--- src/rtl/rv_imem_ctrl.sv ---
// Instruction-memory controller: arbitrates a fetch port against a byte-stream image loader.
// Optional macro IMEM_BOUNDS_CHK_EN adds fetch_err and out-of-range fetch/write handling.
module rv_imem_ctrl #(
  parameter int IMEM_SIZE = 64
) (
  input  logic        clk,
  input  logic        rst_n,
  input  logic        fetch_req,
  input  logic [15:0] fetch_addr,
  output logic        fetch_gnt,
  output logic        fetch_rvalid,
  output logic [31:0] fetch_rdata,
`ifdef IMEM_BOUNDS_CHK_EN
  output logic        fetch_err,
`endif
  input  logic        load_start,
  input  logic [15:0] load_base,
  input  logic        load_valid,
  input  logic [7:0]  load_byte,
  output logic        load_ready,
  input  logic        load_end,
  output logic        load_done,
  output logic [15:0] load_words,
  output logic        mem_wr_en,
  output logic [15:0] mem_addr,
  output logic [31:0] mem_wdata,
  input  logic [31:0] mem_rdata
);

  typedef enum logic [1:0] {RUN, LOAD, WRITE, DRAIN} state_e;

  state_e      state_q, state_d;
  logic [15:0] wptr_q, wptr_d;
  logic [15:0] words_q, words_d;
  logic [1:0]  cnt_q, cnt_d;
  logic [31:0] word_q, word_d;
  logic        end_q, end_d;
  logic        rvalid_q;

  logic        gnt_c, wr_en_c, ready_c, done_c;
  logic [15:0] addr_c;
  logic        wr_oob;
  logic        fetch_oob;

`ifdef IMEM_BOUNDS_CHK_EN
  localparam logic [31:0] LIMIT = 32'(IMEM_SIZE * 1024);
  logic oob_q;
  assign fetch_oob = ({16'h0, fetch_addr} >= LIMIT);
  assign wr_oob    = ({16'h0, wptr_q} >= LIMIT);
`else
  assign fetch_oob = 1'b0;
  assign wr_oob    = 1'b0;
`endif

  always_comb begin
    state_d = state_q;
    wptr_d  = wptr_q;
    words_d = words_q;
    cnt_d   = cnt_q;
    word_d  = word_q;
    end_d   = end_q;
    gnt_c   = 1'b0;
    wr_en_c = 1'b0;
    ready_c = 1'b0;
    done_c  = 1'b0;
    addr_c  = 16'h0;
    case (state_q)
      RUN: begin
        gnt_c  = fetch_req;
        addr_c = fetch_addr;
        if (load_start) begin
          state_d = LOAD;
          wptr_d  = load_base;
          cnt_d   = 2'd0;
          words_d = 16'h0;
          word_d  = 32'h0;
          end_d   = 1'b0;
        end
      end
      LOAD: begin
        ready_c = 1'b1;
        if (load_valid) begin
          word_d = word_q | (32'(load_byte) << {cnt_q, 3'b000});
          cnt_d  = cnt_q + 2'd1;
        end
        // A byte arriving with load_end is folded in before the end is handled.
        if (load_valid && cnt_q == 2'd3) begin
          state_d = WRITE;
          end_d   = load_end;
        end else if (load_end) begin
          if (load_valid || cnt_q != 2'd0) begin
            state_d = WRITE;
            end_d   = 1'b1;
          end else begin
            state_d = DRAIN;
          end
        end
      end
      WRITE: begin
        wr_en_c = !wr_oob;
        addr_c  = wptr_q;
        wptr_d  = wptr_q + 16'd1;
        words_d = (words_q == 16'hFFFF) ? words_q : words_q + 16'd1;
        cnt_d   = 2'd0;
        word_d  = 32'h0;
        end_d   = 1'b0;
        state_d = end_q ? DRAIN : LOAD;
      end
      DRAIN: begin
        done_c  = 1'b1;
        state_d = RUN;
      end
      default: state_d = RUN;
    endcase
  end

  always_ff @(posedge clk) begin
    if (!rst_n) begin
      state_q  <= RUN;
      wptr_q   <= 16'h0;
      words_q  <= 16'h0;
      cnt_q    <= 2'd0;
      word_q   <= 32'h0;
      end_q    <= 1'b0;
      rvalid_q <= 1'b0;
    end else begin
      state_q  <= state_d;
      wptr_q   <= wptr_d;
      words_q  <= words_d;
      cnt_q    <= cnt_d;
      word_q   <= word_d;
      end_q    <= end_d;
      rvalid_q <= gnt_c;
    end
  end

`ifdef IMEM_BOUNDS_CHK_EN
  always_ff @(posedge clk) begin
    if (!rst_n) oob_q <= 1'b0;
    else        oob_q <= gnt_c & fetch_oob;
  end
  assign fetch_err   = rst_n & rvalid_q & oob_q;
  assign fetch_rdata = (rst_n && rvalid_q) ? (oob_q ? 32'h00000013 : mem_rdata) : 32'h0;
`else
  assign fetch_rdata = (rst_n && rvalid_q) ? mem_rdata : 32'h0;
`endif

  // Outputs are held at zero while reset is asserted, even before the first edge.
  assign fetch_gnt    = rst_n & gnt_c;
  assign fetch_rvalid = rst_n & rvalid_q;
  assign load_ready   = rst_n & ready_c;
  assign load_done    = rst_n & done_c;
  assign load_words   = rst_n ? words_q : 16'h0;
  assign mem_wr_en    = rst_n & wr_en_c;
  assign mem_addr     = rst_n ? addr_c : 16'h0;
  assign mem_wdata    = (rst_n && wr_en_c) ? word_q : 32'h0;

endmodule

--- config.mk ---
export PLATFORM = sky130hd
export DESIGN_NAME = rv_imem_ctrl
export DESIGN_NICKNAME = d
export VERILOG_FILES = /design/src/rtl/rv_imem_ctrl.sv
export SDC_FILE = /design/constraint.sdc
export NUM_CORES = 1
export LEC_CHECK = 0
export CORE_MARGIN = 3
export CORE_UTILIZATION = 46
export DETAILED_ROUTE_END_ITERATION = 10
export PLACE_DENSITY = 0.87
export SLEW_MARGIN = 20
export SYNTH_ARGS = -nofsm -noshare
export SYNTH_HDL_FRONTEND = slang
export SYNTH_SLANG_ARGS = --single-unit
--- constraint.sdc ---
create_clock -name clk -period 2.7 [get_ports clk]
set_input_delay 0.54 -clock clk [delete_from_list [all_inputs] [get_ports clk]]
set_output_delay 0.54 -clock clk [all_outputs]
set_load 0.01 [all_outputs]
==> out/results.ini <==
[sta]
min_period_over_period = 0.950
worst-slew-pin-transition_ps = 590
final.min_clock_period_ps = 2570
drv_slew = 0
max_slew_margin = 0.604
setup_violations = 0
finalSetupTns_ps = 0
fin_skew_ps = 9.70
fmax_mhz = 390
holdWs_ps = 478
hold_viol_final = 0
rsz0062_at_grt = false

[floorplanning]
die_x_um = 99.1
rows = 33
dieArea_um2 = 9820
die_height_um = 99.1
start_util = 0.481
core_um2 = 8300
io_pins = 179

[worst_setup_path]
required_ps = 2160
end_kind = primary output
worstPathMaxFanout = 28
cpLargestDelayFamily = buffers and inverters
max_stage_delay_ps = 570
cp_slowest_cell = clkdlybuf4s50_1
worstPathBufferInverterCount = 2
worstSetupStartpointType = flop
path_cells = nand2b_1 > nor2_2 > buf_12 > a22o_1 > clkdlybuf4s50_1
crit_type = reg2out
cp_data_arrival_time_ps = 2030

[layout]
final_area_um2 = 6110
antenna_cells = 0
drive_gt1_frac = 0.0825
syn_to_final_growth_pct = 53.2
final_nets = 744
fin_util = 0.736

[power_and_ir_drop]
p_sw_frac = 0.265
power_frac_seq = 0.439
power.leakage_nw = 2.43
p_int_mw = 1.86
p_comb_frac = 0.183
power.density_nw_per_um2 = 415
p_sw_mw = 0.672
totalPowerFinal_mw = 2.53
vdd_ir_drop_max_v = 0.000315
clkPwrFrac = 0.378

[yosys]
synth_cell_types = 66
synthMuxAreaShare = 0.00251
yosys.area_share.simple = 0.317
async_flop_share = 0
synthFlopType = dfxtp_1
synth_area_leaders = dfxtp_1 35%, and3_1 11%, a21oi_1 7.0%
synth-xor-area-share = 0.00439
synth_edf_count = 0
synth_area_per_cell_um2 = 8.01
syn-num-nets = 580
synth-compound-area-share = 0.258
synth_adder_area_share = 0.0125
ys_ff_latch = 70
synth_top_family_by_area = simple AND/OR/NAND/NOR gates
synth_area_um2 = 3990
seq_area_frac_synth = 0.351
synth_commonest_cells = 70 x and3_1, 70 x dfxtp_1, 56 x a21oi_1
yosysWarnings = 0
yosysTopAreaCell = dfxtp_1
postSynthCellCount = 498
yosysTopAreaCellShare = 0.351

[cts]
cts_sinks = 70
cts_setup_buffers = 0
clockRootBuffer = clkbuf_8
cts_tree = done
ctsHoldBuffers = 0
clk_pin_slew_ps = 80
numCtsBuffers = 9
clockBufferDepth = 2
htree_num_levels = 3
clock_latency_ps = 350
cts_resized = 0

[grt]
grt_max_degree = 63
overflow = 0
first_global_vias = 4289
antenna_found_initial = 0
track_usage = 0.270
grt_pass1_wl_um = 21800

[route]
post_drt_wl_per_cell_um = 18.1
ant_nets = 0
dr.pass1.iters = 5
viasPerCell = 6.02
drt_iter0_drc = 368
vias = 4648
drcViolationCount = 0
drt_wl_total_um = 13900

[placement]
io_buffers = 178
dpl.hpwl_um = 10200
place_area_um2 = 5870
gp_congestion = 0.965

[outcome]
outcome = completed

[min_path]
holdCritPathClass = reg2reg

[flow_run]
drv_cap = 0

per-stage QoR:
stage	setup WS, ps	std cells
2_1_floorplan	708	498
3_3_place_gp	333	754
3_5_place_dp	302	754
4_1_cts	99.5	770
5_1_grt	53.6	772
6_report	135	772
power by group through the flow:
| stage | Combinational, mW | Sequential (mW) | Clock, mW |
|---|---|---|---|
| after floorplan | 0.225 | 1.11 | 0 |
| after CTS | 0.463 | 1.11 | 0.953 |
| after detailed placement | 0.460 | 1.13 | 0 |
| after global placement | 0.450 | 1.13 | 0 |
| after global routing | 0.500 | 1.12 | 1.00 |
| final | 0.465 | 1.11 | 0.957 |
kinds of logic after synthesis:
family | after synthesis
adders and majority gates | 4
xor gates and xnor gates | 2
and+or+nand+nor | 222
DFF | 70
muxes | 1
AOI/OAI and AO/OA | 147
buffers and inverters | 52
routing by layer:
metal | GRT usage | routed length, um | vias up
li1 | - | - | 2158
met1 | 0.344 | 5560 | 2198
met2 | 0.460 | 6750 | 266
met3 | 0.0561 | 1330 | 26
met4 | 0.0798 | 293 | 0
met5 | 0 | 0 | -
layout make-up:
cell class	count	area, um2
clock inverters	5	82.6
well taps	105	131
multi-input cells	376	2380
inverters	11	41.3
flip-flops and latches	70	1400
repair buffers	194	1930
fillers	601	2190
clock buffers	11	141
final timing paths:
path / end / slack, ps / startpoint / cells past startpoint
setup reg to reg: words_q[6] / 730 / words_q[0] / 5
hold reg to reg: word_q[3] / 480 / word_q[3] / 2
hold / removal: word_q[3] / 480 / word_q[3] / 2
setup / recovery: mem_addr[8] / 130 / state_q[0] / 5
registers in the layout (all words and copies together), names as in the netlist:
name      cells
wptr_q       16
words_q      16
state_q       2
word_q       32
rvalid_q      1
cnt_q         2
end_q         1
placed cells by master, fill, tap and decap left out, types with 3 or more instances in the layout:
master / instances
a211oi_2: 4
a21oi_1: 56
a22o_1: 16
a22oi_1: 3
a2bb2oi_1: 3
a31oi_1: 10
and2_1: 17
and3_1: 70
and4_1: 4
buf_12: 3
buf_4: 13
clkbuf_8: 10
clkdlybuf4s50_1: 177
clkinvlp_4: 3
dfxtp_1: 70
ha_1: 4
inv_1: 10
nand2_1: 23
nand2b_1: 7
nand3_1: 15
nand4_1: 7
nand4_2: 3
nor2_1: 52
nor3_1: 6
o211ai_1: 7
o21ai_0: 10
o21ai_1: 6
o31a_1: 4
or4_1: 4
worst register-to-register path, delay by kind of cell (launching register included):
kind                       cells  cell delay (ps)
AOI/OAI and AO/OA              1              260
adders and majority gates      1              280
DFF                            1              420
and+or+nand+nor                3              930
No activity file was read; power rests on OpenSTA's default activity.
